### src/rtl/halut_pkg.sv
`default_nettype none
// ============================================================================
//  Module      : halut_pkg
//  Description : Shared configuration for the HALUT decoder path. It holds the
//                array geometry (prototypes, codebooks, output columns and
//                decoder units), the address widths derived from it, the
//                command word broadcast to the decoder units, and the state
//                encoding of the decoder sequencer.
//  Contents    : K, C, M, DecoderUnits          - array geometry
//                CAddrWidth, KAddrWidth         - codebook / prototype widths
//                MSlots, MSlotWidth             - column slots per decoder unit
//                dec_cmd_t                      - {c, k, m, first, last}
//                ctrl_state_e                   - IDLE / ISSUE / WAIT_RES
//  Revision    : 1.0 - initial release
// ============================================================================
package halut_pkg;

  localparam int K            = 16;  // prototypes per codebook
  localparam int C            = 32;  // codebooks per row
  localparam int M            = 32;  // output columns
  localparam int DecoderUnits = 16;  // decoder units driven in lockstep

  localparam int CAddrWidth = (C > 1) ? $clog2(C) : 1;
  localparam int KAddrWidth = (K > 1) ? $clog2(K) : 1;
  localparam int MSlots     = M / DecoderUnits;
  // A single slot per unit still gets a 1-bit field so the port never vanishes.
  localparam int MSlotWidth = (MSlots > 1) ? $clog2(MSlots) : 1;

  // Command word seen by every decoder unit.
  typedef struct packed {
    logic [CAddrWidth-1:0] c;
    logic [KAddrWidth-1:0] k;
    logic [MSlotWidth-1:0] m;
    logic                  first;  // clear the accumulator before adding
    logic                  last;   // final command of the row
  } dec_cmd_t;

  typedef enum logic [1:0] {
    IDLE     = 2'd0,
    ISSUE    = 2'd1,
    WAIT_RES = 2'd2
  } ctrl_state_e;

endpackage : halut_pkg
`default_nettype wire

### src/rtl/halut_decoder_ctrl.sv
`default_nettype none
// ============================================================================
//  Module      : halut_decoder_ctrl
//  Description : Sequencer between the encoder index stream and the array of
//                decoder units. For each encoded row it accepts one prototype
//                index per codebook, sweeps the column slots owned by every
//                unit and broadcasts (c, k, m) read/accumulate commands. After
//                the last codebook it raises row completion and holds off the
//                next row until the result path consumes it.
//  Ports       : clk_i, rst_ni                  - clock, async active-low reset
//                enc_valid_i/enc_ready_o/enc_k_i - encoder index handshake
//                dec_valid_o/dec_ready_i         - command broadcast handshake
//                dec_c_o/dec_k_o/dec_m_o         - command address fields
//                dec_first_o/dec_last_o          - accumulator clear / row end
//                row_done_valid_o/row_done_ready_i - row completion handshake
//                row_cnt_o                       - completed rows (wraps)
//                stall_cnt_o                     - stalled command cycles
//                                                  (HALUT_DECODER_CTRL_PERF_EN)
//  Options     : HALUT_DECODER_CTRL_PERF_EN - adds the saturating stall counter
//  Revision    : 1.0 - initial release
// ============================================================================
module halut_decoder_ctrl
  import halut_pkg::*;
#(
  parameter int K            = halut_pkg::K,
  parameter int C            = halut_pkg::C,
  parameter int M            = halut_pkg::M,
  parameter int DecoderUnits = halut_pkg::DecoderUnits
) (
  input  logic                    clk_i,
  input  logic                    rst_ni,

  input  logic                    enc_valid_i,
  output logic                    enc_ready_o,
  input  logic [$clog2(K)-1:0]    enc_k_i,

  output logic                    dec_valid_o,
  input  logic [DecoderUnits-1:0] dec_ready_i,
  output logic [$clog2(C)-1:0]    dec_c_o,
  output logic [$clog2(K)-1:0]    dec_k_o,
  output logic [((M/DecoderUnits) > 1 ? $clog2(M/DecoderUnits) : 1)-1:0] dec_m_o,
  output logic                    dec_first_o,
  output logic                    dec_last_o,

  output logic                    row_done_valid_o,
  input  logic                    row_done_ready_i,
  output logic [15:0]             row_cnt_o
`ifdef HALUT_DECODER_CTRL_PERF_EN
  ,
  output logic [31:0]             stall_cnt_o
`endif
);

  localparam int c_m_slots  = M / DecoderUnits;
  localparam int c_c_width  = $clog2(C);
  localparam int c_k_width  = $clog2(K);
  localparam int c_m_width  = (c_m_slots > 1) ? $clog2(c_m_slots) : 1;

  localparam logic [c_c_width-1:0] c_c_last = c_c_width'(C - 1);
  localparam logic [c_m_width-1:0] c_m_last = c_m_width'(c_m_slots - 1);

  // The column sweep only makes sense if every unit owns the same slot count.
  generate
    if ((M % DecoderUnits) != 0) begin : g_bad_cfg
      $error("halut_decoder_ctrl: M must be a multiple of DecoderUnits");
    end
  endgenerate

  // --------------------------------------------------------------------------
  // State and datapath registers
  // --------------------------------------------------------------------------
  ctrl_state_e            r_state;
  ctrl_state_e            w_state_nxt;
  logic [c_c_width-1:0]   r_c;
  logic [c_c_width-1:0]   w_c_nxt;
  logic [c_k_width-1:0]   r_k;
  logic [c_k_width-1:0]   w_k_nxt;
  logic [c_m_width-1:0]   r_m;
  logic [c_m_width-1:0]   w_m_nxt;
  logic [15:0]            r_row_cnt;
  logic [15:0]            w_row_cnt_nxt;

  logic                   w_all_ready;
  logic                   w_m_is_last;
  logic                   w_c_is_last;
  logic                   w_enc_ready;
  logic                   w_dec_valid;
  logic                   w_row_done;

  // A command is only taken when every unit can take it, so the array never
  // diverges: a single slow unit stalls the whole broadcast.
  assign w_all_ready = &dec_ready_i;
  assign w_m_is_last = (r_m == c_m_last);
  assign w_c_is_last = (r_c == c_c_last);

  always_ff @(posedge clk_i or negedge rst_ni) begin
    if (!rst_ni) begin
      r_state   <= IDLE;
      r_c       <= '0;
      r_k       <= '0;
      r_m       <= '0;
      r_row_cnt <= '0;
    end else begin
      r_state   <= w_state_nxt;
      r_c       <= w_c_nxt;
      r_k       <= w_k_nxt;
      r_m       <= w_m_nxt;
      r_row_cnt <= w_row_cnt_nxt;
    end
  end

  // --------------------------------------------------------------------------
  // Next-state and output decode
  // --------------------------------------------------------------------------
  always_comb begin
    w_state_nxt   = r_state;
    w_c_nxt       = r_c;
    w_k_nxt       = r_k;
    w_m_nxt       = r_m;
    w_row_cnt_nxt = r_row_cnt;
    w_enc_ready   = 1'b0;
    w_dec_valid   = 1'b0;
    w_row_done    = 1'b0;

    unique case (r_state)
      IDLE: begin
        w_enc_ready = 1'b1;
        if (enc_valid_i) begin
          w_k_nxt     = enc_k_i;
          w_m_nxt     = '0;
          w_state_nxt = ISSUE;
        end
      end

      ISSUE: begin
        w_dec_valid = 1'b1;
        if (w_all_ready) begin
          if (!w_m_is_last) begin
            w_m_nxt = r_m + c_m_width'(1);
          end else if (!w_c_is_last) begin
            // Prefetch window: the next codebook's index can be taken in the
            // same cycle the current codebook finishes, so a continuously
            // valid encoder sees back-to-back commands with no IDLE bubble.
            w_enc_ready = 1'b1;
            w_c_nxt     = r_c + c_c_width'(1);
            w_m_nxt     = '0;
            if (enc_valid_i) begin
              w_k_nxt = enc_k_i;
            end else begin
              w_state_nxt = IDLE;
            end
          end else begin
            w_c_nxt     = '0;
            w_m_nxt     = '0;
            w_state_nxt = WAIT_RES;
          end
        end
      end

      WAIT_RES: begin
        w_row_done = 1'b1;
        if (row_done_ready_i) begin
          w_row_cnt_nxt = r_row_cnt + 16'd1;
          w_state_nxt   = IDLE;
        end
      end

      default: begin
        w_state_nxt = IDLE;
      end
    endcase
  end

  // --------------------------------------------------------------------------
  // Outputs
  // --------------------------------------------------------------------------
  // Reset is folded into the ready so the encoder never sees a ready while
  // the sequencer is held in reset (IDLE would otherwise advertise it).
  assign enc_ready_o      = w_enc_ready & rst_ni;
  assign dec_valid_o      = w_dec_valid;
  assign dec_c_o          = r_c;
  assign dec_k_o          = r_k;
  assign dec_first_o      = w_dec_valid & (r_c == '0);
  assign dec_last_o       = w_dec_valid & w_c_is_last & w_m_is_last;
  assign row_done_valid_o = w_row_done;
  assign row_cnt_o        = r_row_cnt;

  // With one slot per unit every command is the last slot; the field is
  // driven as a constant so downstream logic can optimise it away.
  generate
    if (c_m_slots == 1) begin : g_m_tied
      assign dec_m_o = '0;
    end else begin : g_m_swept
      assign dec_m_o = r_m;
    end
  endgenerate

`ifdef HALUT_DECODER_CTRL_PERF_EN
  // Counts cycles where a command is offered but at least one unit holds it
  // off. Saturates rather than wraps so a long run still reads as "a lot".
  logic [31:0] r_stall_cnt;

  always_ff @(posedge clk_i or negedge rst_ni) begin
    if (!rst_ni) begin
      r_stall_cnt <= '0;
    end else if (w_dec_valid && !w_all_ready && (r_stall_cnt != '1)) begin
      r_stall_cnt <= r_stall_cnt + 32'd1;
    end
  end

  assign stall_cnt_o = r_stall_cnt;
`endif

endmodule : halut_decoder_ctrl
`default_nettype wire

### config.mk
export PLATFORM = sky130hd
export DESIGN_NAME = halut_decoder_ctrl
export DESIGN_NICKNAME = d
export VERILOG_FILES = /design/src/rtl/halut_pkg.sv /design/src/rtl/halut_decoder_ctrl.sv
export SDC_FILE = /design/constraint.sdc
export NUM_CORES = 1
export LEC_CHECK = 0
export ABC_AREA = 1
export BUFFER_PORTS_ARGS = -buffer_cell sky130_fd_sc_hd__clkbuf_2
export CORE_MARGIN = 4
export CORE_UTILIZATION = 46
export CTS_BUF_LIST = sky130_fd_sc_hd__clkbuf_8
export DETAILED_ROUTE_END_ITERATION = 12
export PLACE_DENSITY = 0.87
export SYNTH_ARGS = -nofsm -noshare
export SYNTH_HDL_FRONTEND = slang
export SYNTH_SLANG_ARGS = --single-unit
### constraint.sdc
create_clock -name clk_i -period 1.9 [get_ports clk_i]
set_clock_uncertainty 0.2 [all_clocks]
set_input_delay 0.095 -clock clk_i [delete_from_list [all_inputs] [get_ports clk_i]]
set_output_delay 0.095 -clock clk_i [all_outputs]
set_load 0.02 [all_outputs]
# Yosys cells after proc, flatten, opt, wreduce, memory -nomap -nowiden

Cells that the tools add are included.

Reduce and logical (&&, ||, !) cells: 9
Div/mod/pow operators: 0
Equal/unequal tests: 9
$add $sub $neg: 3
Multiplexer cells: 23
Multipliers: 0
Shifts and indexed selects: 0
Bitwise operators: 4
Order comparisons: 0

Operators with widths:

| kind                    | number |
|---|---|
| $reduce_and A18 Y1      | 1 |
| $add A16 B1 Y16 const B | 1 |
| $mux W4                 | 4 |
| $reduce_and A16 Y1      | 1 |
| $mux W2                 | 6 |
| $ne A2 B2 Y1 const B    | 5 |
| $mux W1                 | 8 |
| $pmux W4 S2             | 1 |
| $pmux W2 S3             | 1 |
| $add A5 B1 Y5 const B   | 1 |
| $eq A5 B5 Y1 const B    | 1 |
| $logic_not A5 Y1        | 1 |
| $mux W5                 | 1 |
| $reduce_and A5 Y1       | 1 |
| $and A1 B1 Y1           | 4 |
| $pmux W1 S2             | 2 |
| $reduce_and A4 Y1       | 1 |
| $ne A3 B3 Y1 const B    | 1 |
| $reduce_and A3 Y1       | 1 |
| $eq A2 B1 Y1 const B    | 1 |
| $eq A2 B2 Y1 const B    | 1 |
| $logic_not A2 Y1        | 1 |
| $reduce_and A2 Y1       | 1 |
| $reduce_bool A2 Y1      | 1 |
| $add A1 B1 Y1 const B   | 1 |

Memories kept: 0
Logic and storage cells: 53
Register bits after elaboration: 28
Memory bits (read-only): 0
Bits in writable memories: 0
Latch bits: 0
Input port bits: 24

# Depth between registers and ports, before layout

Gate-level depths: netlist of run 1.

Word-level depth: 6
Gate-level depth with buffers: 9
Depth with buffers taken out: 9

# Worst setup path before layout of run 1

Ideal clock, no wire load.

Path type: register -> output
From: register r_c[0] (netlist: dec_c_o[0])
To: output enc_ready_o
Arrival time: 1810 ps
Cell stages (with the launch flop): 7
Required time: 1605 ps
Buffers on the path: 0
Setup slack: -205 ps
Cell sequence: dfrtp_1 > ha_1 > and3_1 > ha_1 > nor3_1 > nand2_1 > a21boi_0

Cells in the longest elaborated chain, start to end: 6

RTL lines:

| what                     | RTL line                  | source |
|---|---|---|
| start: declaration       | halut_decoder_ctrl.sv:74  | `logic [c_c_width-1:0] r_c;` |
| start signal: assignment | halut_decoder_ctrl.sv:105 | `r_c <= w_c_nxt;` |
| $eq A5 B5 Y1             | halut_decoder_ctrl.sv:94  | `assign w_c_is_last = (r_c == c_c_last);` |
| $mux W1                  | halut_decoder_ctrl.sv:140 | `end else if (!w_c_is_last) begin` |
| $mux W1                  | halut_decoder_ctrl.sv:138 | `if (!w_m_is_last) begin` |
| $mux W1                  | halut_decoder_ctrl.sv:137 | `if (w_all_ready) begin` |
| $pmux W1 S2              | halut_decoder_ctrl.sv:125 | `unique case (r_state)` |
| $and A1 B1 Y1            | halut_decoder_ctrl.sv:179 | `assign enc_ready_o = w_enc_ready & rst_ni;` |
| end: declaration         | halut_decoder_ctrl.sv:34  | `output logic enc_ready_o,` |

Every way passes these cells.

# Worst setup path after layout of run 1

From: register r_c[1] (netlist: dec_c_o[1])
To: output enc_ready_o

Same word-level chain as after synthesis.

==> results by group, run 1 <==
Yosys
  • Number of synthesized flops with an enable pin: 0
  • Synth cell types: 23
  • Post-Synth Simple-Gate Area: 32.2%
  • Synth Area in XOR/XNOR: 8.10%
  • Yosys top cell by area: dfrtp_1
  • Count leader, synth: nand2_1
  • Synth Area in Adders: 3.31%
  • Yosys warnings: 0
  • Seq/Total Area, Yosys: 46.3%
  • Compound-Gate Fraction of Synth Area: 4.30%
  • Post-synth top area share: 46.3%
  • Post-synth top cells: nand2_1 (59), dfrtp_1 (28), inv_1 (19)
  • Mean post-synth cell area: 7.93 sq um
  • Synth area leaders: dfrtp_1 (46%), nand2_1 (15%), nand3_1 (5.6%)
  • Mapped Nets: 219
  • FFs w/ async S/R, synth: 100%
  • Multiplexer share of the synthesized area: 0%
  • Main combinational cell family by area after synthesis: simple AND/OR/NAND/NOR gates
  • Synth Register Bits: 28
  • Syn Std Cell Area: 0.00151 sq mm
  • Main synth FF type: dfrtp_1
  • Post-Syn Instances: 191

Critical path
  • Startpoint Class: register
  • R2R Setup Slk: 0.07 ns
  • Crit-path max FO: 2
  • CP delay by family, top: flip-flops
  • Reg-to-Reg Start: dec_c_o[1]
  • Crit-path cells: ha_4 -> and3_4 -> ha_4 -> nor3_2 -> nand2_1 -> a21boi_1 -> buf_4
  • Reg-to-Reg End: dec_k_o[1]
  • CP endpoint kind: output pin
  • Critical Path Slowest Stage Cell: dfrtp_2
  • Buf/Inv on CP: 1
  • Slowest stage delay, CP: 0.44 ns
  • CP Class: register to output pin
  • Req. time, crit path: 1.60 ns
  • CP most frequent cell: ha_4
  • CP arrival: 1.73 ns
  • Worst r2r path cells: 9

Final layout
  • Layout fillers: 251
  • Layout net count: 290
  • N_diodes: 0
  • Ratio of cells with drive above 1 in the final layout: 31.8%
  • Area of the multi-input gates: 776 sq um
  • Seq. cell area: 703 sq um
  • Synthesis-to-layout area growth: 37.9%

Placement
  • Dpl ws: 0.0467 ns
  • Routability Congestion: 0.840
  • PortBufs: 54
  • Dpl hpwl: 2610 microns

STA
  • Final Hold Fails: 0
  • Total negative setup slack: -0.123 ns
  • Fin crit period: 2.02 ns
  • Unrepaired setup endpoints after global routing: yes
  • Slew Viols, Final: 0
  • Setup violators final: 1
  • Worst slew pin tran: 0.485 ns
  • Fmax: 494 MHz
  • Final Worst Setup Slack: -0.123 ns
  • Period utilization: 106%
  • Hold WS: 0.181 ns
  • Slew HR: 67.3%

Route
  • DR WL/cell: 11.6 microns
  • Post-DRT Antenna Nets: 0
  • First DRT Iteration DRCs: 89
  • # DRC: 0
  • DR vias/cell: 4.79
  • Total number of vias: 1462
  • Drt first pass iters: 4
  • Final WL: 3540 microns

Power and ir drop
  • Leak pwr: 1.13 nW
  • P per Cell Area: 812 mW/mm^2
  • VDD IR-drop max: 0.417 mV

Die
  • Die area: 0.00427 sq mm
  • Initial core utilization: 48.8%
  • Die H: 65.4 microns
  • I/O pins: 55
  • Total core area: 0.00310 sq mm
  • Die span in x: 65.4 microns
  • Core Rows: 20

Clock tree
  • Total CTS buffers: 3
  • H-Tree Depth: 1
  • Clock-pin slew on the worst setup and hold paths: 0.09 ns
  • CTS root buf: clkbuf_8
  • Longest Clk Path Bufs: 2
  • CTS Sinks: 28
  • CTS tree: done
  • Worst-Skew Late Latency: 0.27 ns

Run status
  • Failing checks: negative setup slack
  • Outcome: complete, but fails checks

Global route
  • Initial antenna violation count: 0
  • Grt ovf: 0
  • First-pass GRT wire length: 5980 microns
  • Largest net degree at the start of global routing: 29
  • Vias in the first global route: 1406
  • All-Layer GR Usage: 17.5%

Worst hold path
  • Hold Crit Class: input pin to asynchronous set/reset pin

Run
  • Maxcap violations: 0
-- layer usage --
metal  part of all wire [%]  wire length [microns]  vias up  global-route usage [%]
met5                      0                      0        -                       0
met4                    1.3                     46        0                    6.22
met3                    3.8                    134        4                    1.37
met2                     50                   1760       46                    30.3
met1                     45                   1600      666                    22.7
li1                       -                      -      746                       -
-- per-stage QoR --
step / util (%) / area, sq um / instances / power (mW)
2_1_floorplan: - / 1520 / 191 / 1.03
3_3_place_gp: 60.0 / 1860 / 291 / 1.18
3_5_place_dp: 60.0 / 1860 / 291 / 1.20
4_1_cts: 66.7 / 2070 / 304 / 1.68
5_1_grt: 67.3 / 2090 / 305 / 1.78
6_report: 67.3 / 2090 / 305 / 1.70
-- layout by cell type (no fill, tap or decap), drive strengths merged, types with 2 or more instances in the layout --
cell type	instances
buf	10
clkbuf	54
dfrtp	28
dlygate4sd3	7
ha	4
inv	21
nand2	61
nand3	17
nand4	2
nor2	20
nor3	8
o21ai	10
xnor2	7
xor2	7
-- state kept, by name, summed over array words and instances (netlist names) --
name       cells
dec_k_o        4
r_state        2
dec_c_o        5
row_cnt_o     16
dec_m_o        1
-- where the power goes --
group | internal [mW] | total [mW] | switching [mW]
Sequential | 0.663 | 0.726 | 0.0626
Clock | 0.282 | 0.465 | 0.183
Combinational | 0.177 | 0.506 | 0.329
Total | 1.12 | 1.70 | 0.574
-- worst max-delay path by stage --
| stage | from | end | slack [ns] | depth (start not counted) |
|---|---|---|---|---|
| floorplan | dec_c_o[0] | dec_k_o[0] | -0.02 | 9 |
| global placement | dec_c_o[0] | enc_ready_o | 0.09 | 7 |
| detailed placement | dec_c_o[0] | dec_k_o[1] | 0.05 | 9 |
| CTS | dec_c_o[1] | enc_ready_o | -0.10 | 7 |
| global route | dec_c_o[1] | enc_ready_o | -0.18 | 7 |
| finish | dec_c_o[1] | enc_ready_o | -0.12 | 7 |
-- cells by family after synthesis --
group / count (synthesis)
AND/OR/NAND/NOR: 110
XOR/XNOR: 14
adder cells (fa/ha/maj): 4
flip-flops: 28
buffers and inverters: 23
AO/OA/AOI/OAI: 12
-- tightest hold or removal path: stages --
cell and delay, ns:
dlygate4sd3_1 0.52, clkbuf_2 0.12, buf_4 0.33
-- final cells by class --
cell class,instances,area share [%]
flip-flops and latches,28,33.7
repair buffers,68,19.4
clock inverters,1,1.44
multi-input cells,140,37.1
inverters,21,3.77
clock buffers,3,1.98
well taps,44,2.64
-- what timing repair did --
| item | in CTS | in global routing |
|---|---|---|
| endpoints found under the setup margin | 2 | 7 |
| pin swaps | 5 | 3 |
| resized for setup | 10 | 7 |
| endpoints found under the hold margin | 35 | 0 |
| buffers inserted | 2 | 1 |
| hold buffers | 7 | 0 |
No activity file was read; power rests on OpenSTA's default activity.
==> run 2, diff against run 1 <==
- TNS_END_PERCENT: default -> 30
==> run 2 against run 1 <==
The run still ends with negative setup slack left; sequential power about the same; final cell count decreased by 0.33%; global-route usage unchanged; critical path type unchanged; non-clock buffer count decreased by 1; hold slack got worse by 0.0014 ns.
==> results by group, run 2 (synthesized netlist as in run 1, its figures left out) <==
Clock tree
  • CTS Sinks: 28 (unchanged)
  • H-Tree Depth: 1 (unchanged)
  • Total CTS buffers: 3 (unchanged)
  • CTS tree: done (unchanged)
  • CTS root buf: clkbuf_8 (unchanged)
  • Clock-pin slew on the worst setup and hold paths: 0.09 ns (about the same)
  • Worst-Skew Late Latency: 0.27 ns (about the same)
  • Longest Clk Path Bufs: 2 (unchanged)

Final layout
  • Most common cell after layout, fill and taps aside: nand2_1 (unchanged)
  • Number of flip-flops in the largest register: 16 (unchanged)
  • Commonest non-fill, non-tap cells in the layout: nand2_1 (59), clkbuf_2 (51), dfrtp_1 (26) (unchanged)
  • Layout net count: 289 (was 290)
  • Util after Layout: 67.1% (was 67.3%)
  • Synthesis-to-layout area growth: 37.4% (was 37.9%)
  • Ratio of cells with drive above 1 in the final layout: 31.5% (was 31.8%)
  • Layout fillers: 253 (was 251)
  • Final instance area: 0.00208 sq mm (was 0.00209 sq mm)
  • N_diodes: 0 (unchanged)

Route
  • Total number of vias: 1463 (was 1462)
  • First DRT Iteration DRCs: 89 (unchanged)
  • # DRC: 0 (unchanged)
  • Drt first pass iters: 5 (was 4)
  • Post-DRT Antenna Nets: 0 (unchanged)
  • Final WL: 3530 microns (was 3540 microns)
  • DR WL/cell: 11.6 microns (about the same)
  • DR vias/cell: 4.81 (was 4.79)

Global route
  • Largest net degree at the start of global routing: 29 (unchanged)
  • All-Layer GR Usage: 17.5% (unchanged)
  • First-pass GRT wire length: 5980 microns (unchanged)
  • Vias in the first global route: 1406 (unchanged)
  • Grt ovf: 0 (unchanged)
  • Initial antenna violation count: 0 (unchanged)

Run status
  • Failing checks: negative setup slack (unchanged)
  • Outcome: complete, but fails checks (unchanged)

Critical path
  • Reg-to-Reg Start: dec_c_o[1] (unchanged)
  • Setup crit start: dec_c_o[1] (unchanged)
  • Req. time, crit path: 1.60 ns (about the same)
  • CP Class: register to output pin (unchanged)
  • CP arrival: 1.71 ns (was 1.73 ns)
  • Crit-path max FO: 2 (unchanged)
  • Startpoint Class: register (unchanged)
  • CP endpoint kind: output pin (unchanged)

STA
  • Unrepaired setup endpoints after global routing: yes (unchanged)
  • Setup violators final: 1 (unchanged)
  • Slew HR: 67.1% (was 67.3%)
  • Worst slew pin tran: 0.488 ns (was 0.485 ns)
  • Hold WS: 0.179 ns (was 0.181 ns)
  • Total negative setup slack: -0.108 ns (was -0.123 ns)
  • Final Worst Setup Slack: -0.108 ns (was -0.123 ns)
  • Final Hold Fails: 0 (unchanged)
  • Fin crit period: 2.01 ns (was 2.02 ns)
  • Period utilization: 106% (about the same)
  • Fmax: 498 MHz (was 494 MHz)
  • Slew Viols, Final: 0 (unchanged)

Die
  • Die H: 65.4 microns (unchanged)
  • Die area: 0.00427 sq mm (unchanged)
  • Die span in x: 65.4 microns (unchanged)
  • Core Rows: 20 (unchanged)
  • Initial core utilization: 48.8% (unchanged)
  • Total core area: 0.00310 sq mm (unchanged)
  • I/O pins: 55 (unchanged)

Worst hold path
  • Hold Crit Class: input pin to asynchronous set/reset pin (unchanged)

Placement
  • DP Area: 0.00186 sq mm (unchanged)
  • Dpl hpwl: 2610 microns (unchanged)
  • Dpl ws: 0.0467 ns (unchanged)
  • PortBufs: 54 (unchanged)
  • Routability Congestion: 0.840 (unchanged)

Power and ir drop
  • P per Cell Area: 816 mW/mm^2 (was 812 mW/mm^2)
  • Leak pwr: 1.13 nW (about the same)
  • VDD IR-drop max: 0.417 mV (about the same)

Run
  • Maxcap violations: 0 (unchanged)
==> run 2: worst paths after layout <==
| check | depth (start not counted) | endpoint | slack, ns |
|---|---|---|---|
| max | 7 | enc_ready_o | -0.11 |
| max reg2reg | 9 | dec_k_o[1] | 0.09 |
| max in group asynchronous | 3 | dec_c_o[0] | 1.05 |
| min | 3 | row_cnt_o[13] | 0.18 |
| min reg2reg | 2 | dec_k_o[2] | 0.29 |
| min in group clk_i | 7 | dec_m_o | 0.25 |
==> run 2: power breakdown <==
group          switching, mW  internal, mW
Combinational          0.330         0.178
Clock                  0.182         0.282
Sequential            0.0624         0.663
==> run 2: metrics by stage <==
stage          power (mW)  std cells
2_1_floorplan        1.03        191
3_3_place_gp         1.18        291
3_5_place_dp         1.20        291
4_1_cts              1.68        304
5_1_grt              1.78        304
6_report             1.70        304
==> run 2: area by class of cell <==
cell class / instances / area (sq um) / area share, %
well taps: 44 / 55.1 / 2.65
clock buffers: 3 / 41.3 / 1.98
flip-flops and latches: 28 / 703 / 33.8
multi-input cells: 140 / 776 / 37.3
clock inverters: 1 / 30.0 / 1.44
repair buffers: 67 / 397 / 19.1
inverters: 21 / 78.8 / 3.79
==> run 2: worst max-delay path, cell delays in order, from the launching register on <==
cell and delay (ns):
dfrtp_2 0.44, ha_4 0.16, and3_4 0.17, ha_4 0.15, nor3_2 0.11, nand2_1 0.11, a21boi_1 0.14, buf_4 0.16
==> run 2: metal layers <==
| metal | vias to the layer above | share of wire [%] | global-route usage (%) |
|---|---|---|---|
| met5 | - | 0 | 0 |
| met1 | 675 | 46 | 22.7 |
| met2 | 42 | 49 | 30.3 |
| li1 | 742 | - | - |
| met4 | 0 | 1.3 | 6.22 |
| met3 | 4 | 3.5 | 1.37 |
==> run 2: what timing repair did <==
item                       CTS  global route
gates resized for setup     10             6
pin swaps                    5             1
setup buffers                2             0
hold buffers                 7             0
hold endpoints to repair    35             0
setup endpoints to repair    2             7
